`src/rtl/arythcrypt_pkg.sv`:
```
// ============================================================================
// Module  : arythcrypt_pkg
// Purpose : Shared types and defaults for the arithmetic crypto-core
//           operation scheduler: FSM state encoding, idle opcode and the
//           default operand/opcode widths.
// Ports   : none (package)
// Revision: 1.0 - initial release
// ============================================================================
`default_nettype none

package arythcrypt_pkg;

    localparam int DW_DEF       = 8;
    localparam int OPW_DEF      = 4;
    localparam int CORE_LAT_DEF = 2;

    // Control value presented to the core whenever no command is executing.
    localparam logic [OPW_DEF-1:0] OP_IDLE = 4'h0;

    // Latency counter only needs to reach CORE_LAT-1, and CORE_LAT tops out at 15.
    localparam int CNTW = 4;

    typedef enum logic [1:0] {
        IDLE = 2'd0,
        EXEC = 2'd1,
        RESP = 2'd2
    } state_t;

endpackage : arythcrypt_pkg

`default_nettype wire

```
`src/rtl/arythcrypt_rr_arb2.sv`:
```
// ============================================================================
// Module  : arythcrypt_rr_arb2
// Purpose : Two-way round-robin grant. A lone requester is always granted;
//           when both request, the side named by rr_ptr wins.
// Ports   : valid[1:0] in  - request lines
//           rr_ptr     in  - preferred side under contention
//           gnt[1:0]   out - one-hot grant (all zero when nobody requests)
//           id         out - index of the granted side
// Revision: 1.0 - initial release
// ============================================================================
`default_nettype none

module arythcrypt_rr_arb2 (
    input  logic [1:0] valid,
    input  logic       rr_ptr,
    output logic [1:0] gnt,
    output logic       id
);

    always_comb begin
        gnt = 2'b00;
        id  = 1'b0;
        if (valid == 2'b11) begin
            id  = rr_ptr;
            gnt = rr_ptr ? 2'b10 : 2'b01;
        end else if (valid[0]) begin
            id  = 1'b0;
            gnt = 2'b01;
        end else if (valid[1]) begin
            id  = 1'b1;
            gnt = 2'b10;
        end
    end

endmodule : arythcrypt_rr_arb2

`default_nettype wire

```
`src/rtl/arythcrypt_op_sched.sv`:
```
// ============================================================================
// Module  : arythcrypt_op_sched
// Purpose : Round-robin scheduler sharing one arithmetic crypto core between
//           two requesters. One {op, A, B} command is in flight at a time; it
//           is held on the core for CORE_LAT cycles, the core OUTPUT is then
//           captured and returned with the requester id on a valid/ready port.
// Ports   : CLK, Reset (async, active high)
//           reqN_valid/reqN_ready/reqN_op/reqN_a/reqN_b - command ports N=0,1
//           core_i1/core_i2/core_ctrl out, core_result in - core interface
//           rsp_valid/rsp_ready/rsp_data/rsp_id - response port
//           busy     - high whenever the FSM is not idle
//           done_cnt - completed responses, wraps 255 -> 0
// Revision: 1.0 - initial release
// ============================================================================
`default_nettype none

module arythcrypt_op_sched #(
    parameter int             DW       = 8,
    parameter int             OPW      = 4,
    parameter int             CORE_LAT = 2,
    parameter logic [OPW-1:0] OP_IDLE  = OPW'(arythcrypt_pkg::OP_IDLE)
) (
    input  logic           CLK,
    input  logic           Reset,
    input  logic           req0_valid,
    output logic           req0_ready,
    input  logic [OPW-1:0] req0_op,
    input  logic [DW-1:0]  req0_a,
    input  logic [DW-1:0]  req0_b,
    input  logic           req1_valid,
    output logic           req1_ready,
    input  logic [OPW-1:0] req1_op,
    input  logic [DW-1:0]  req1_a,
    input  logic [DW-1:0]  req1_b,
    output logic [DW-1:0]  core_i1,
    output logic [DW-1:0]  core_i2,
    output logic [OPW-1:0] core_ctrl,
    input  logic [DW-1:0]  core_result,
    output logic           rsp_valid,
    input  logic           rsp_ready,
    output logic [DW-1:0]  rsp_data,
    output logic           rsp_id,
    output logic           busy,
    output logic [7:0]     done_cnt
);

    import arythcrypt_pkg::*;

    state_t              state_q, state_d;
    logic                rr_ptr_q;
    logic [OPW-1:0]      op_q;
    logic [DW-1:0]       a_q, b_q;
    logic [DW-1:0]       rsp_data_q;
    logic                rsp_id_q;
    logic [CNTW-1:0]     cnt_q, cnt_d;
    logic [7:0]          done_cnt_q;

    logic [1:0]          gnt;
    logic                gnt_id;
    logic                accept;
    logic                rsp_fire;

    arythcrypt_rr_arb2 u_arb (
        .valid  ({req1_valid, req0_valid}),
        .rr_ptr (rr_ptr_q),
        .gnt    (gnt),
        .id     (gnt_id)
    );

    // Grants are only honoured while idle; any other state blocks both sides.
    assign req0_ready = (state_q == IDLE) && gnt[0];
    assign req1_ready = (state_q == IDLE) && gnt[1];
    assign accept     = req0_ready || req1_ready;
    assign rsp_fire   = (state_q == RESP) && rsp_ready;

    always_comb begin
        state_d = state_q;
        cnt_d   = cnt_q;
        case (state_q)
            IDLE: begin
                if (accept) begin
                    state_d = EXEC;
                    cnt_d   = CNTW'(CORE_LAT - 1);
                end
            end
            EXEC: begin
                if (cnt_q == '0) begin
                    state_d = RESP;
                end else begin
                    cnt_d = cnt_q - 1'b1;
                end
            end
            RESP: begin
                // Returning to IDLE rather than accepting here leaves one bubble.
                if (rsp_ready) begin
                    state_d = IDLE;
                end
            end
            default: begin
                state_d = IDLE;
            end
        endcase
    end

    always_ff @(posedge CLK or posedge Reset) begin
        if (Reset) begin
            state_q    <= IDLE;
            cnt_q      <= '0;
            rr_ptr_q   <= 1'b0;
            op_q       <= '0;
            a_q        <= '0;
            b_q        <= '0;
            rsp_data_q <= '0;
            rsp_id_q   <= 1'b0;
            done_cnt_q <= '0;
        end else begin
            state_q <= state_d;
            cnt_q   <= cnt_d;
            if (accept) begin
                op_q     <= gnt_id ? req1_op : req0_op;
                a_q      <= gnt_id ? req1_a  : req0_a;
                b_q      <= gnt_id ? req1_b  : req0_b;
                rsp_id_q <= gnt_id;
                rr_ptr_q <= ~gnt_id;
            end
            if ((state_q == EXEC) && (cnt_q == '0)) begin
                rsp_data_q <= core_result;
            end
            if (rsp_fire) begin
                done_cnt_q <= done_cnt_q + 8'd1;
            end
        end
    end

    // Operands stay on the core after EXEC; only Control drops back to idle.
    assign core_i1   = a_q;
    assign core_i2   = b_q;
    assign core_ctrl = (state_q == EXEC) ? op_q : OP_IDLE;

    assign rsp_valid = (state_q == RESP);
    assign rsp_data  = rsp_data_q;
    assign rsp_id    = rsp_id_q;
    assign busy      = (state_q != IDLE);
    assign done_cnt  = done_cnt_q;

endmodule : arythcrypt_op_sched

`default_nettype wire
```
`config.mk`:
```
export PLATFORM = sky130hd
export DESIGN_NAME = arythcrypt_op_sched
export DESIGN_NICKNAME = d
export VERILOG_FILES = /design/src/rtl/arythcrypt_pkg.sv /design/src/rtl/arythcrypt_rr_arb2.sv /design/src/rtl/arythcrypt_op_sched.sv
export SDC_FILE = /design/constraint.sdc
export NUM_CORES = 1
export LEC_CHECK = 0
export ABC_AREA = 1
export CAP_MARGIN = 5
export CORE_MARGIN = 2
export CORE_UTILIZATION = 40
export CTS_CLUSTER_SIZE = 14
export DETAILED_ROUTE_END_ITERATION = 8
export PLACE_DENSITY = 0.76
export SLEW_MARGIN = 20
export SYNTH_ARGS = -nofsm -noshare
export SYNTH_HDL_FRONTEND = slang
export SYNTH_SLANG_ARGS = --single-unit
```
`constraint.sdc`:
```
create_clock -name CLK -period 1.55 [get_ports CLK]
set_clock_uncertainty 0.05 [all_clocks]
set_input_delay 0.2325 -clock CLK [delete_from_list [all_inputs] [get_ports CLK]]
set_output_delay 0.2325 -clock CLK [all_outputs]
set_load 0.005 [all_outputs]
```
==> results.txt <==
- The final reports fail on setup timing.
- In this run the standard cell core region covers between 5000 and 6000 µm².
* Class of the most critical hold timing path: in -> async
- The final count of hold timing violations came to 0.
- The share of total power dissipated in the clock network is 15.5%.
- Routability-driven placement finished with a final weighted congestion of 0.833.
* Clk_lat worst skew: 290 ps
* Unrepaired setup endpoints after global routing: yes
- TritonCTS built the clock tree.
- Status: complete, but fails checks
- The max-slew violation count is 0.
- Fraction of synthesis flops using an asynchronous set or reset pin: 100%
- Count of nets after finishing: 483
- STA classifies the critical path endpoint as an output pin.
* Tmin final: 1620 ps
* Half-perimeter wire length after detailed placement: 4290 µm
- In the routed design, unresolved DRC markers number 0.
- For this design, the sink count on the clock tree is 44.
- STA classifies the critical path startpoint as a register.
- Worst reg2reg path startpoint: state_q[0]
* Per-cell routed wire length: about 12 µm
- Worst Reg-to-Reg Cells: 9
- In this run the worst setup path begins at state_q[1].
* Footprint of the multi-input gates: 1050 µm²
- Boundary pin count: 94
- Fraction of final layout cells with drive strength greater than 1: 17.2%
- Across the whole layout, storage elements account for about 1100 µm².
- The clock passes through at most 2 buffers.
- In this run the mean area of a mapped cell was 7.54 µm².
- Part of the power in combinational logic: 53.2%
- Buffers placed on the I/O ports in this run total 93.
- Cell row count: 27
- Timing would allow up to 616 MHz.
* Routed length on met1: 2700 µm
- Leakage power total: 0.00192 µW
- Number of global-route vias before repair: 2241
- Registers are responsible for between 30% and 40% of the overall power.
- After global routing the overflow that remains totals 0.
- The number of antenna diodes in the final layout is 0.
* Number of buffers inserted for hold repair after clock tree synthesis: 0
- From synthesis to final layout, the design area changed by 63.9%.
- The completed layout was analyzed and its total power is approximately 6000 µW.
- Vert. Die Dim: roughly 80 µm
- Wire length of the first global-routing pass: 9930 µm
* Final setup vio count: 7
- The die covers 6290 µm².
* Initial cell density of the core: 41.2%
- Die Wd: 79.3 µm
* Worst-case headroom to the max-slew limit: 84.4%
- Across the run, the number of max-cap violations was 0.
- Pin count of the biggest net entering global routing: 45
- CTS placed an instance of sky130_fd_sc_hd__clkbuf_8 at the clock tree root.
- Setup slack of the critical path after layout: -73.7 ps
- Yosys mapped the design onto 24 distinct sky130hd cell types.
* Number of enable-type register cells in the synthesized netlist: 0
- Endpoint of the worst-slack reg-to-reg timing path: done_cnt[6]
- Part of the Yosys area used for sequential elements: 48.5%
* Number of standard cells after synthesis: 301
* First-pass iteration count of the detailed router: 4
- DR top layer: met4
- Overall routing resource usage: between 20% and 30%
* Power spent charging and discharging nets: 2180 µW
- The clock tree synthesis step divided the H-tree into 2 levels.
* Layout fillers: 467
- The detail route stage leaves a number of antenna-violating nets equal to 0.
* Net count after synthesis: 356
- Via Count: 2287
- Using the TritonRoute via totals, the vias-per-cell ratio works out to 4.56.
- Internal power comes to 3920 µW.
* Iteration-0 DRC count of the detailed router: 91
- Met3 Routed Length: between 300 and 400 µm
- Final critical-path share of the clock period: 105%
- Synth Cell Area: about 2300 µm²
- Capture point of the critical path: req0_ready
- At the pin with the least slew margin, the transition time is 233 ps.
- Yosys Warn Count: 0
- Worst-path maximum fanout: 3
- The number of antenna violations at the first check in global routing was 0.
- At the worst endpoint, the arrival time is 1340 ps.
- After clock tree synthesis, the clock-pin slew on the worst setup and hold paths is ~80 ps.
* Switch share: 35.8%
* Met2 Wirelength: 3050 µm
- Timing analysis after detailed placement gives a worst setup slack of -297 ps.
- Buffers inserted during clock tree synthesis total 5.
* Worst supply voltage drop on vdd: 0.000765 V
- Synthesis inferred 44 register bits.
- DRT Wirelength: 6130 µm
- For the worst setup path, the data required time is 1270 ps.
- The critical path in this run is classified as reg -> out.
* R2r setup slk: -20 ps
- Among all flip-flop cells after synthesis, the most frequent one is sky130_fd_sc_hd__dfrtp_1.
- Dividing total power by cell area gives a power density of 1640 nW/µm².
[logic make-up (layout without fill, tap and decap cells)]
group / Yosys count / count (layout) / synth area share [%]
xor gates and xnor gates: 4 / 4 / 1.54
AOI/OAI and AO/OA: 15 / 15 / 3.42
adders and majority gates: 2 / 2 / 1.10
DFF: 44 / 44 / 48.5
and+or+nand+nor: 195 / 195 / 37.4
buffers and inverters: 41 / 169 / 7.99
[layout make-up]
cell class              count  area share [%]
repair buffers            130            33.1
clock buffers               7            2.59
multi-input cells         216            28.2
inverters                  31            3.26
well taps                  72            2.42
flip-flops and latches     44            29.6
clock inverters             1           0.807
[power groups by stage]
stage               Sequential (µW)  Combinational [µW]  Clock, µW
CTS                            1940                2990        973
detailed placement             1960                2870          0
global placement               1940                2790          0
global route                   1970                3630       1030
floorplan                      1950                1360          0
finish                         1910                3250        949
[metal layers]
metal | global-route usage, % | vias to the layer above
li1 | - | 1180
met1 | 24.6 | 1032
met2 | 35.6 | 70
met3 | 4.55 | 5
met4 | 5.69 | 0
met5 | 0 | -
[state kept, by name (all words and copies together), names as in the netlist]
signal / flops
core_i1: 8
core_i2: 8
done_cnt: 8
rsp_data: 8
cnt_q: 4
op_q: 4
state_q: 2
rr_ptr_q: 1
rsp_id: 1
[worst min-delay path by stage]
stage / from / endpoint / slack [ps] / depth (start not counted)
5_1_grt: Reset / rsp_data[3] / 260 / 3
2_1_floorplan: rsp_ready / state_q[1] / 270 / 1
6_report: Reset / rsp_data[3] / 240 / 3
3_5_place_dp: core_i1[7] / core_i1[7] / 410 / 2
3_3_place_gp: core_i2[2] / core_i2[2] / 400 / 2
4_1_cts: Reset / rsp_data[3] / 240 / 3
[cell usage after synthesis (2+ instances only)]
cell type                  number  area share [%]
sky130_fd_sc_hd__a21oi_1        2            0.44
sky130_fd_sc_hd__buf_2          5             1.1
sky130_fd_sc_hd__buf_6          2            0.99
sky130_fd_sc_hd__clkbuf_1       2            0.33
sky130_fd_sc_hd__dfrtp_1       44              49
sky130_fd_sc_hd__ha_1           2             1.1
sky130_fd_sc_hd__inv_1         30             5.0
sky130_fd_sc_hd__nand2_1      144              24
sky130_fd_sc_hd__nand3_1       23             5.1
sky130_fd_sc_hd__nand3_2        2            0.88
sky130_fd_sc_hd__nand3_4        2             1.5
sky130_fd_sc_hd__nand3b_1       2            0.66
sky130_fd_sc_hd__nand4_1        4             1.1
sky130_fd_sc_hd__nor2_1        13             2.2
sky130_fd_sc_hd__nor2_4         2            0.99
sky130_fd_sc_hd__o21ai_1       12             2.6
sky130_fd_sc_hd__xor2_1         3             1.2
[stage by stage]
step | instances | setup TNS, ps | cell area, µm² | hold WS [ps] | utilization (%)
2_1_floorplan | 301 | 0 | 2270 | 269 | -
3_3_place_gp | 473 | -4630 | 3390 | 404 | 61.6
3_5_place_dp | 473 | -5310 | 3390 | 410 | 61.6
4_1_cts | 487 | -372 | 3560 | 235 | 64.7
5_1_grt | 501 | -1050 | 3720 | 257 | 67.6
6_report | 501 | -354 | 3720 | 239 | 67.6
[layout by cell type (no fill, tap or decap)]
cell / instances
sky130_fd_sc_hd__nand2_1: 143
sky130_fd_sc_hd__clkdlybuf4s50_1: 85
sky130_fd_sc_hd__dfrtp_1: 43
sky130_fd_sc_hd__buf_4: 31
sky130_fd_sc_hd__inv_1: 26
sky130_fd_sc_hd__nand3_1: 22
sky130_fd_sc_hd__o21ai_1: 12
sky130_fd_sc_hd__nor2_1: 8
sky130_fd_sc_hd__clkbuf_8: 7
sky130_fd_sc_hd__nand3_4: 5
sky130_fd_sc_hd__nor2_2: 5
sky130_fd_sc_hd__buf_2: 5
sky130_fd_sc_hd__nand4_1: 4
sky130_fd_sc_hd__inv_2: 3
sky130_fd_sc_hd__xor2_1: 3
sky130_fd_sc_hd__buf_12: 3
sky130_fd_sc_hd__buf_6: 3
sky130_fd_sc_hd__nor2_4: 2
sky130_fd_sc_hd__inv_4: 2
sky130_fd_sc_hd__nand3b_1: 2
sky130_fd_sc_hd__ha_1: 2
sky130_fd_sc_hd__nand2_2: 1
sky130_fd_sc_hd__or2_2: 1
sky130_fd_sc_hd__a21oi_2: 1
sky130_fd_sc_hd__nand2_8: 1
sky130_fd_sc_hd__a21oi_1: 1
sky130_fd_sc_hd__o31ai_1: 1
sky130_fd_sc_hd__xnor2_1: 1
sky130_fd_sc_hd__nor3_4: 1
sky130_fd_sc_hd__bufinv_16: 1
sky130_fd_sc_hd__clkdlybuf4s15_1: 1
sky130_fd_sc_hd__dlygate4sd2_1: 1
sky130_fd_sc_hd__clkdlybuf4s15_2: 1
sky130_fd_sc_hd__dfrtp_2: 1
[what timing repair did]
item | 4_1_cts | 5_1_grt
pin swaps | 2 | 2
resized for setup | 36 | 11
setup endpoints to repair | 8 | 50
buffers inserted | 6 | 14
cloned | 0 | 0
[critical path, cell delays in order (launching register included)]
cell	delay [ps]
sky130_fd_sc_hd__dfrtp_2	440
sky130_fd_sc_hd__nor2_4	120
sky130_fd_sc_hd__buf_4	140
sky130_fd_sc_hd__nand3_4	70
sky130_fd_sc_hd__inv_2	60
sky130_fd_sc_hd__dlygate4sd2_1	220
(Power assumes the default switching activity.)
